## config.mk

```make
export PLATFORM = sky130hd
export DESIGN_NAME = reg_scoreboard_decoder
export DESIGN_NICKNAME = d
export VERILOG_FILES = /design/src/rtl/reg_scoreboard_decoder.sv
export SDC_FILE = /design/constraint.sdc
export NUM_CORES = 1
export LEC_CHECK = 0
export CAP_MARGIN = 30
export CORE_AREA = 5 5 117 119
export CTS_CLUSTER_SIZE = 8
export DETAILED_ROUTE_END_ITERATION = 16
export DIE_AREA = 0 0 122 124
export PLACE_DENSITY = 0.82
export SLEW_MARGIN = 30
export SYNTH_ARGS = -nofsm -noshare
export SYNTH_HDL_FRONTEND = slang
export SYNTH_SLANG_ARGS = --single-unit
```

## constraint.sdc

```tcl
create_clock -name clk_i -period 8.45 [get_ports clk_i]
set_input_delay 0.845 -clock clk_i [delete_from_list [all_inputs] [get_ports clk_i]]
set_output_delay 0.845 -clock clk_i [all_outputs]
set_load 0.01 [all_outputs]
```

## src/rtl/reg_scoreboard_decoder.sv

```systemverilog
// Register busy scoreboard with one-hot issue/writeback decode, RAW/WAW hazard
// detection with writeback bypass, and registered write enables.

module reg_sb_entry (
    input  logic clk_i,
    input  logic reset_n_i,
    input  logic flush_i,
    input  logic set_i,
    input  logic clr_i,
    output logic busy_d_o,
    output logic busy_o,
    output logic issue_oh_o,
    output logic wb_oh_o
);
    logic busy_q, issue_oh_q, wb_oh_q;

    // A new claim beats a same-cycle retire: the new producer owns the register.
    assign busy_d_o = flush_i ? 1'b0 : ((busy_q & ~clr_i) | set_i);

    always_ff @(posedge clk_i or negedge reset_n_i) begin
        if (!reset_n_i) begin
            busy_q     <= 1'b0;
            issue_oh_q <= 1'b0;
            wb_oh_q    <= 1'b0;
        end else begin
            busy_q     <= busy_d_o;
            issue_oh_q <= set_i;
            wb_oh_q    <= clr_i;
        end
    end

    assign busy_o     = busy_q;
    assign issue_oh_o = issue_oh_q;
    assign wb_oh_o    = wb_oh_q;
endmodule

module reg_scoreboard_decoder #(
    parameter int ADDR_W   = 5,
    parameter bit ZERO_EN  = 1'b1,
    parameter int ZERO_REG = (1 << ADDR_W) - 1,
    localparam int NREG    = 1 << ADDR_W,
    localparam int CW      = ADDR_W + 1
) (
    input  logic              clk_i,
    input  logic              reset_n_i,
    input  logic              flush_i,
    input  logic              issue_en_i,
    input  logic [ADDR_W-1:0] issue_addr_i,
    input  logic [ADDR_W-1:0] rd_addr_a_i,
    input  logic [ADDR_W-1:0] rd_addr_b_i,
    input  logic              wb_en_i,
    input  logic [ADDR_W-1:0] wb_addr_i,
    output logic              hazard_a_o,
    output logic              hazard_b_o,
    output logic              waw_o,
    output logic              issue_accept_o,
    output logic [NREG-1:0]   busy_o,
    output logic [CW-1:0]     busy_count_o,
    output logic [NREG-1:0]   issue_onehot_o,
    output logic [NREG-1:0]   wb_onehot_o
);
    function automatic logic [NREG-1:0] decode(input logic [ADDR_W-1:0] a);
        logic [NREG-1:0] d;
        d    = '0;
        d[a] = 1'b1;
        if (ZERO_EN && (int'(a) == ZERO_REG)) d = '0;
        return d;
    endfunction

    logic [NREG-1:0] set_v, clr_v, busy_d;
    logic [CW-1:0]   count_d, count_q;
    logic            byp_a, byp_b, byp_w;

    // Writeback this cycle forwards the value, so it masks the busy bit.
    assign byp_a = wb_en_i && (wb_addr_i == rd_addr_a_i);
    assign byp_b = wb_en_i && (wb_addr_i == rd_addr_b_i);
    assign byp_w = wb_en_i && (wb_addr_i == issue_addr_i);

    assign hazard_a_o     = busy_o[rd_addr_a_i] & ~byp_a;
    assign hazard_b_o     = busy_o[rd_addr_b_i] & ~byp_b;
    assign waw_o          = issue_en_i & busy_o[issue_addr_i] & ~byp_w;
    assign issue_accept_o = issue_en_i & ~(hazard_a_o | hazard_b_o | waw_o) & ~flush_i;

    assign set_v = issue_accept_o ? decode(issue_addr_i) : '0;
    assign clr_v = wb_en_i ? decode(wb_addr_i) : '0;

    for (genvar r = 0; r < NREG; r++) begin : g_reg
        reg_sb_entry u_ent (
            .clk_i      (clk_i),
            .reset_n_i  (reset_n_i),
            .flush_i    (flush_i),
            .set_i      (set_v[r]),
            .clr_i      (clr_v[r]),
            .busy_d_o   (busy_d[r]),
            .busy_o     (busy_o[r]),
            .issue_oh_o (issue_onehot_o[r]),
            .wb_oh_o    (wb_onehot_o[r])
        );
    end

    // Count the next-state vector so the registered count tracks busy exactly.
    always_comb begin
        count_d = '0;
        for (int i = 0; i < NREG; i++) count_d = count_d + CW'(busy_d[i]);
    end

    always_ff @(posedge clk_i or negedge reset_n_i) begin
        if (!reset_n_i) count_q <= '0;
        else            count_q <= count_d;
    end

    assign busy_count_o = count_q;
endmodule

```

After elaboration in Yosys (flattened, before gate mapping)
Index checks and enable logic that the tools add are counted.
{"block": "totals", "regBits": 102, "inputBits": 25, "output_inout_bits": 106, "wordCells": 299}
{"block": "op_classes", "add_sub_neg": 31, "order_cmp": 6, "n_eq_ne": 5, "muxes": 46, "bitwise": 109, "reduce_logical": 5}
{"cell": "6-bit by 1-bit adder with 6-bit output", "count": 26}
{"cell": "32-bit two-way mux", "count": 4}
{"cell": "1-bit AND", "count": 38}
{"cell": "1-bit two-way mux", "count": 37}
{"cell": "1-bit NOT", "count": 37}
{"cell": "1-bit bitwise OR", "count": 34}
{"cell": "5-bit by 6-bit less-than comparator with 1-bit output (second input constant)", "count": 4}
{"cell": "1-bit binary-select mux with 5-bit select", "count": 3}
{"cell": "5-bit == test", "count": 3}
{"cell": "1-bit demux with 5-bit select", "count": 2}
{"cell": "5-bit by 1-bit == test with 1-bit output (second input constant)", "count": 2}
{"cell": "5-bit by 1-bit >= comparator with 1-bit output (second input constant)", "count": 2}
{"cell": "5-bit by 1-bit adder with 6-bit output", "count": 1}
{"cell": "4-bit by 1-bit adder with 5-bit output", "count": 1}
{"cell": "1-bit logical AND", "count": 5}
{"cell": "3-bit by 1-bit adder with 4-bit output", "count": 1}
{"cell": "2-bit by 1-bit adder with 3-bit output", "count": 1}
{"cell": "1-bit by 1-bit adder with 2-bit output", "count": 1}

Logic depth before layout (Yosys ltp)
Gate-level depths: netlist of run 1.
{"block": "logic_depth", "ltp_word": 43, "depth_mapped": 25, "ltp_nobuf": 23}

Cells and area by module
From an unflattened synthesis of run 1, not the netlist that was laid out.
{"block": "unflattened", "hier_cells": 546, "hier_area_um2": 5844.4}
{"module": "reg_sb_entry", "instances": 32, "cells_per_inst": 6, "area_per_inst_um2": 93.8, "seq_area_each_um2": 75.1}
{"module": "reg_scoreboard_decoder", "instances": 1, "cells_per_inst": 354, "area_per_inst_um2": 2841.5, "seq_area_each_um2": 150.1}

Least setup slack after synthesis of run 1
OpenSTA, ideal clock, no wires.
{"block": "synth_path", "kind": "input-to-reg", "start": "input issue_addr_i[1]", "end": "register count_q[5] (netlist: busy_count_o[5])", "setup_time_ps": 119, "t_arrival_ps": 6726, "required_ps": 8331, "path_slack_ps": 1605, "stages": 22, "path_buffers": 2, "cell_sequence": "buf_2 -> mux4_2 -> a22oi_1 -> o21ai_1 -> o311ai_2 -> nand2_1 -> clkbuf_1 -> o21a_1 -> fa_1 -> inv_1 -> fa_1 -> fa_1 -> fa_1 -> fa_1 -> inv_1 -> fa_1 -> inv_1 -> ha_1 -> a21o_1 -> a21oi_1 -> nor2b_1 -> o21a_1"}
{"block": "synth_via", "elab_chain_cells": 42, "elab_cells_between_ends": 114, "classes_between": "add/sub (31); order compare (2); eq/ne (2); mux (38); bitwise (39); reduce/logical (2)"}
{"item": "start, declared", "line": "48", "source": "input logic [ADDR_W-1:0] issue_addr_i,"}
{"item": "1-bit binary-select mux with 5-bit select / 5-bit == test (equally long branches)", "line": "81, 77"}
{"item": "1-bit two-way mux (not written as such) / 1-bit logical AND (equally long branches)", "line": "81, 77"}
{"item": "1-bit AND / 1-bit NOT (equally long branches)", "line": "81", "source": "assign waw_o = issue_en_i & busy_o[issue_addr_i] & ~byp_w;"}
{"item": "1-bit AND", "line": "81"}
{"item": "1-bit bitwise OR", "line": "82", "source": "assign issue_accept_o = issue_en_i & ~(hazard_a_o | hazard_b_o | waw_o) & ~flush_i;"}
{"item": "1-bit NOT", "line": "82"}
{"item": "1-bit AND (2 in series)", "line": "82"}
{"item": "32-bit two-way mux (*)", "line": "84", "source": "assign set_v = issue_accept_o ? decode(issue_addr_i) : '0;"}
{"item": "[2 not listed]"}
{"item": "1-bit by 1-bit adder with 2-bit output", "line": "104", "source": "for (int i = 0; i < NREG; i++) count_d = count_d + CW'(busy_d[i]);"}
{"item": "2-bit by 1-bit adder with 3-bit output", "line": "104"}
{"item": "3-bit by 1-bit adder with 4-bit output", "line": "104"}
{"item": "4-bit by 1-bit adder with 5-bit output", "line": "104"}
{"item": "5-bit by 1-bit adder with 6-bit output", "line": "104"}
{"item": "6-bit by 1-bit adder with 6-bit output (25 in series)", "line": "104"}
{"item": "6-bit by 1-bit adder with 6-bit output (*)", "line": "104"}
{"item": "via count_d[5]", "line": "71", "source": "logic [CW-1:0] count_d, count_q;"}
{"item": "end signal, assigned", "line": "109", "source": "else count_q <= count_d;"}
{"item": "end, declared", "line": "71"}
The timed path passes the listed nets; every way through them passes the cells marked *. The select of a mux whose other input is x is not followed.

Final worst setup path of run 1
{"block": "layout_path", "start": "input rd_addr_b_i[0]", "end": "register count_q[4] (netlist: busy_count_o[4])"}
{"block": "layout_via", "elab_cells_between_ends": 107, "classes_between": "add/sub (31); eq/ne (1); mux (35); bitwise (39); reduce/logical (1)"}
{"item": "start, declared", "line": "50", "source": "input logic [ADDR_W-1:0] rd_addr_b_i,"}
{"item": "parallel branches: the longest is 3 deep, another holds 1-bit binary-select mux with 5-bit select"}
{"item": "1-bit AND (*)", "line": "80", "source": "assign hazard_b_o = busy_o[rd_addr_b_i] & ~byp_b;"}
{"item": "1-bit bitwise OR (*) (2 in series)", "line": "82"}
{"item": "1-bit NOT (*)", "line": "82"}
{"item": "1-bit AND (*) (2 in series)", "line": "82"}
{"item": "32-bit two-way mux (*)", "line": "84"}
{"item": "1-bit bitwise OR (*)", "line": "18", "source": "assign busy_d_o = flush_i ? 1'b0 : ((busy_q & ~clr_i) | set_i);"}
{"item": "1-bit two-way mux (*)", "line": "18"}
{"item": "via g_reg[21].u_ent.busy_d_o", "line": "10", "source": "output logic busy_d_o,"}
{"item": "6-bit by 1-bit adder with 6-bit output (*) (11 in series)", "line": "104"}
{"item": "via count_d[4]", "line": "71"}
Mark *: on every way through the listed nets, which the timed path passes. The select of a mux whose other input is x is not followed.

==> results of run 1 <==
[synthesized netlist by cell type, types with 10 or more instances]
cell type  count
mux4_2        13
xor2_1        12
o21ai_0       19
nor2_1        49
nor4_1        11
nand2_1       25
fa_1          24
inv_1         30
o21a_1        10
mux2i_1       19
nor3_1        15
or3b_2        30
dfrtp_1      102
clkbuf_1      21
buf_4         97
[cells by family after synthesis]
logic type | Yosys count | share of synthesized area
flip-flops | 102 | 0.4029
XOR/XNOR | 18 | 0.02489
AND/OR/NAND/NOR | 173 | 0.1549
buffers and inverters | 163 | 0.1568
other | 1 | 0.0005920
multiplexers | 38 | 0.08690
AO/OA/AOI/OAI | 75 | 0.08335
adder cells (fa/ha/maj) | 31 | 0.08967
[where the power goes]
part | leakage, nW | internal, mW | switching [mW]
sequential | 1.42 | 0.492 | 0.00255
combinational | 1.64 | 0.0461 | 0.0746
clock | 0.152 | 0.243 | 0.196
total | 3.21 | 0.780 | 0.273
[state kept, by name (all words and copies together), names as in the netlist]
register,count
busy_count_o,6
g.u_ent.busy_o,32
g.u_ent.issue_oh_o,32
g.u_ent.wb_oh_o,32
[critical path, cell delays in order]
cell and delay (ps):
clkdlybuf4s50_1 880, mux4_2 580, mux2_2 280, a21oi_1 140, a2111o_2 240, nand4_1 370, o21ai_0 610, fa_1 530
inv_1 90, fa_1 410, inv_1 80, fa_1 410, inv_1 90, fa_1 440, fa_1 540, fa_1 400
inv_1 70, ha_1 180, inv_1 70, fa_1 390, inv_1 70, a21o_1 100, a21oi_1 70, xnor2_1 130
[placed cells by master (no fill, tap or decap), types with 6 or more instances in the layout]
cell / n
clkdlybuf4s50_1: 129
dfrtp_1: 102
nor2_1: 49
inv_1: 30
or3b_2: 30
nand2_1: 25
fa_1: 24
mux2i_1: 19
o21ai_0: 19
buf_4: 17
nor3_1: 15
mux4_2: 13
xor2_1: 12
nor4_1: 11
o21a_1: 10
nand3_1: 9
nand3b_1: 9
clkbuf_16: 9
ha_1: 7
mux2_2: 6
xnor2_1: 6
o21ai_1: 6
[worst max-delay path by stage]
stage / from / to / slack [ps] / depth (start not counted)
after floorplan: issue_addr_i[1] / busy_count_o[5] / 1610 / 22
after global placement: rd_addr_b_i[0] / busy_count_o[4] / 480 / 24
after detailed placement: rd_addr_b_i[0] / busy_count_o[5] / 360 / 22
after CTS: rd_addr_b_i[0] / busy_count_o[4] / 710 / 24
after global routing: rd_addr_b_i[0] / busy_count_o[4] / 260 / 24
final: rd_addr_b_i[0] / busy_count_o[4] / 680 / 24
[layout make-up]
| class | count | area [µm²] |
|---|---|---|
| Clock buffer | 10 | 239.0 |
| Clock inverter | 6 | 75.07 |
| Fill cell | 1039 | 5052 |
| Inverter | 32 | 120.1 |
| Multi-Input combinational cell | 337 | 2793 |
| Sequential cell | 102 | 2552 |
| Tap cell | 172 | 215.2 |
| Timing Repair Buffer | 146 | 1419 |
[metrics by stage]
| step | hold slack, ps | setup slack (ps) | cells | util |
|---|---|---|---|---|
| floorplan | 549.4 | 1605 | 602 | - |
| global placement | 701.9 | 484.0 | 789 | 0.5695 |
| detailed placement | 680.8 | 358.6 | 789 | 0.5695 |
| CTS | 501.3 | 708.0 | 805 | 0.5947 |
| global route | 531.4 | 258.0 | 805 | 0.5947 |
| finish | 471.3 | 676.3 | 805 | 0.5947 |
[metal layers]
layer,up-vias,share of wire
met2,258,0.48
met3,41,0.084
met4,0,0.032
li1,2018,-
met1,2360,0.41
met5,-,0
==> results.py, run 1 <==
metrics = {
    "yosys": {
        "syn_area_um2": 6335,
        "synth_edf_count": 0,
        "async_flop_share": 1.000,
        "synth_cell_types": 58,
        "synth_top_area_frac": 0.4029,
        "avgSynthCellArea_um2": 10.54,
        "ys_ff_latch": 102,
        "synth_area_leaders": "dfrtp_1 40%, buf_4 11%, fa_1 7.6%",
        "yosys_warnings": 0,
        "ys_seq_area_frac": 0.4029,
        "syn_inst": 601,
        "synth_top_area_cell": "dfrtp_1",
        "synth_ff_type": "dfrtp_1",
    },
    "critical_path": {
        "worstPathMaxFanout": 10,
        "crit_arrival_ps": 8010,
        "worst_r2r_path_depth": 23,
        "crit_type": "input port to register",
        "r2r_end": "busy_count_o[4]",
        "start_kind": "input port",
        "reg2reg_slack_ps": 1380,
        "crit_path_end_kind": "register",
        "cp_data_required_time_ps": 8690,
        "reg2reg_from": "g_reg[27].u_ent.busy_o",
    },
    "global_routing": {
        "grt_pass1_vias": 4788,
        "top_usage_layer": "met2",
        "use_met1": 0.3371,
        "antenna_found_initial": 0,
        "met3_usage": 0.04678,
        "grt_use_met2": 0.4119,
        "grt-ovfl-total": 0,
        "grt_pass1_wl_mm": 28.33,
        "grt_max_degree": 58,
        "grt_use_total": 0.2503,
    },
    "route": {
        "drt_iter0_drc": 508,
        "num_vias": 4677,
        "drc_errors": 0,
        "drtAntennaViolNets": 0,
        "totalWireLength_mm": 18.42,
        "drt-vias-per-instance": 5.810,
        "wl_per_cell_um": 22.89,
        "firstDrtPassIters": 5,
    },
    "clock_tree": {
        "post_cts_buffers": 0,
        "cts_num_sinks": 102,
        "cts_resized": 0,
        "clk_pin_slew_ps": 70,
        "hold_buffers": 0,
        "cts_root_buf": "clkbuf_16",
        "insertion_delay_ps": 360,
        "clockBufferDepth": 2,
        "cts_tree": "yes",
        "cts_buffers": 9,
        "htreeDepth": 3,
    },
    "timing": {
        "rsz0062_at_grt": "false",
        "min_period_ps": 7774,
        "fin_setup_tns_ps": 0,
        "hold_viol_final": 0,
        "slew_headroom": 0.5219,
        "worst_pin_slew_ps": 717.2,
        "finalSetupViolCount": 0,
        "finalClockSkew_ps": 9.645,
        "maxSlewViolCount": 0,
        "fin_crit_sh": 0.9200,
        "max_freq_mhz": 128.6,
    },
    "die": {
        "start_util": 0.5082,
        "die_w_um": 122,
        "num_io_pins": 131,
        "die_y_um": 124,
        "num_rows": 41,
        "core_area_um2": 12470,
        "die-area_um2": 15130,
    },
    "placement": {
        "gp_congestion": 0.9766,
        "port_buffers": 130,
        "dpl.hpwl_mm": 14.38,
        "placed_cell_area_um2": 7099,
    },
    "worst_hold_path": {
        "hold_class": "input port to asynchronous set/reset pin",
    },
    "status": {
        "status": "complete, no violations",
    },
    "power_and_ir_drop": {
        "max-vdd-ir-drop_mv": 0.08509,
        "powerDensity_nw_per_um2": 142.1,
        "p_total_mw": 1.053,
        "leakage_nw": 3.213,
    },
    "finish": {
        "final_layout_size_suffix_gt1_frac": 0.1422,
        "syn_to_final_growth_pct": 17.03,
        "diodes": 0,
        "final_design_area_no_fill_um2": 7413,
        "nets": 684,
    },
    "job": {
        "maxCapViolations": 0,
    },
}
Note: power is estimated with default switching activity, not from simulation.
==> inputs of run 2 (changes only) <==
- CORE_AREA: 5 5 117 119 -> 2 2 114 116
- DIE_AREA: 0 0 122 124 -> 0 0 116 118
==> run 2 against run 1 <==
Against the previous run: final cell count is 0.25% lower; non-clock buffer count is 2 lower; via count is 2.7% lower; die area is 9.5% lower; worst hold slack better by 14 ps; critical path depth is 1 higher; total power is 2.9% lower; sequential share of layout area is 0.18 points higher; utilization is 0.057 points lower; sequential power hardly changed; clock power is 6.6% lower; count of clock-buffer cells in the layout is 1 higher.
==> results.py, run 2 (synthesized netlist as in run 1, its figures left out) <==
metrics = {
    "die": {
        "start_util": 0.5103,
        "core_area_um2": 12410,
        "num_rows": 41,
        "die_y_um": 118,
        "num_io_pins": 131,
        "die-area_um2": 13690,
        "die_w_um": 116,
    },
    "placement": {
        "port_buffers": 130,
        "dp_cells": 787,
        "dpl.hpwl_mm": 13.82,
        "gp_congestion": 0.9789,
    },
    "critical_path": {
        "crit_path_end_kind": "register",
        "crit_type": "input port to register",
        "start_kind": "input port",
        "cp_data_required_time_ps": 8680,
        "worstPathMaxFanout": 12,
        "crit_arrival_ps": 8220,
    },
    "finish": {
        "syn_to_final_growth_pct": 16.43,
        "diodes": 0,
        "most-common-layout-cells": "129 x clkdlybuf4s50_1, 102 x dfrtp_1, 49 x nor2_1, 30 x inv_1, 30 x or3b_2",
        "nets": 682,
        "final_cell_count_no_fill": 803,
        "fill_cells": 1022,
        "final_common_cell": "clkdlybuf4s50_1",
        "final_layout_size_suffix_gt1_frac": 0.1363,
    },
    "power_and_ir_drop": {
        "combPwrFrac": 0.117,
        "powerDensity_nw_per_um2": 138.6,
        "p_switching_uw": 255.0,
        "seq_power_share": 0.484,
        "max-vdd-ir-drop_mv": 0.09646,
        "power.internal_uw": 767.6,
        "p_clk_frac": 0.400,
        "p_sw_frac": 0.2494,
        "leakage_nw": 3.189,
    },
    "route": {
        "drc_errors": 0,
        "wl_per_cell_um": 22.10,
        "drtAntennaViolNets": 0,
        "drt-vias-per-instance": 5.667,
        "totalWireLength_mm": 17.75,
        "num_vias": 4551,
        "firstDrtPassIters": 5,
        "drt_iter0_drc": 494,
    },
    "clock_tree": {
        "htreeDepth": 3,
        "cts_buffers": 9,
        "post_cts_buffers": 0,
        "clk_pin_slew_ps": 70,
        "cts_resized": 0,
        "hold_buffers": 0,
        "cts_root_buf": "clkbuf_16",
        "insertion_delay_ps": 350,
        "cts_num_sinks": 102,
        "clockBufferDepth": 2,
        "cts_tree": "yes",
    },
    "timing": {
        "hold_viol_final": 0,
        "finalClockSkew_ps": 4.949,
        "finalSetupViolCount": 0,
        "maxSlewViolCount": 0,
        "worst_pin_slew_ps": 709.1,
        "fin_setup_tns_ps": 0,
        "min_period_ps": 7983,
        "max_freq_mhz": 125.3,
        "fin_crit_sh": 0.9448,
        "slew_headroom": 0.5273,
        "rsz0062_at_grt": "false",
    },
    "global_routing": {
        "grt_use_met2": 0.4221,
        "grt-ovfl-total": 0,
        "met3_usage": 0.06282,
        "top_usage_layer": "met2",
        "grt_max_degree": 57,
        "grt_pass1_vias": 4616,
        "grt_use_total": 0.2736,
        "grt_pass1_wl_mm": 27.67,
        "use_met1": 0.3863,
        "antenna_found_initial": 0,
    },
    "worst_hold_path": {
        "hold_class": "input port to asynchronous set/reset pin",
    },
    "job": {
        "maxCapViolations": 0,
    },
    "status": {
        "status": "complete, no violations",
    },
}
[run 2: layer usage]
| layer | up-vias | part of all wire |
|---|---|---|
| met2 | 242 | 0.47 |
| met4 | 0 | 0.024 |
| met5 | - | 0 |
| met1 | 2275 | 0.42 |
| met3 | 26 | 0.079 |
| li1 | 2008 | - |
[run 2: area by class of cell]
| class | instances | area, µm² | share of cell area |
|---|---|---|---|
| clock inverters | 5 | 58.81 | 0.007973 |
| well taps | 172 | 215.2 | 0.02918 |
| multi-input cells | 337 | 2793 | 0.3786 |
| flip-flops and latches | 102 | 2552 | 0.3461 |
| clock buffers | 11 | 232.7 | 0.03155 |
| repair buffers | 144 | 1404 | 0.1903 |
| inverters | 32 | 120.1 | 0.01628 |
[run 2: worst max-delay path, stage by stage]
cell,delay (ps)
clkdlybuf4s50_1,800
buf_4,330
mux2i_1,270
nor2_1,70
o31a_1,300
o311ai_2,460
nand4_1,450
o21ai_0,620
fa_1,530
inv_1,90
fa_1,410
inv_1,70
fa_1,400
inv_1,70
fa_1,440
fa_1,540
fa_1,420
inv_1,70
ha_1,170
inv_1,60
fa_1,390
inv_1,70
a21o_1,110
a21oi_1,80
xnor2_1,130
[run 2: metrics by stage]
step	worst slack [ps]	total power, mW	instance area (µm²)	hold slack (ps)	util
6_report	466.7	1.023	7376	485.5	0.5941
2_1_floorplan	1605	0.5710	6339	549.4	-
3_5_place_dp	186.8	0.6218	7084	667.0	0.5707
3_3_place_gp	300.7	0.6202	7084	663.8	0.5707
4_1_cts	512.7	1.030	7376	504.0	0.5941
5_1_grt	153.4	1.062	7376	532.2	0.5941
[run 2: power by group through the flow]
| stage | clock [mW] | combinational (mW) | sequential, mW |
|---|---|---|---|
| floorplan | 0 | 0.0675 | 0.504 |
| global placement | 0 | 0.116 | 0.504 |
| detailed placement | 0 | 0.118 | 0.504 |
| CTS | 0.417 | 0.119 | 0.494 |
| global route | 0.438 | 0.130 | 0.494 |
| finish | 0.409 | 0.119 | 0.495 |
[run 2: path summary, 6_finish.rpt]
kind	end	start	slack [ps]	cells after the start
worst max register to register	busy_count_o[4]	g_reg[27].u_ent.busy_o	1390	23
worst max-delay path	busy_count_o[4]	issue_addr_i[1]	470	25
worst min-delay path	g_reg[16].u_ent.issue_oh_o	reset_n_i	490	1
max in group asynchronous	g_reg[0].u_ent.busy_o	reset_n_i	6830	2
min in group clk_i	g_reg[31].u_ent.busy_o	g_reg[31].u_ent.busy_o	690	1
worst min register to register	g_reg[31].u_ent.busy_o	g_reg[31].u_ent.busy_o	690	1
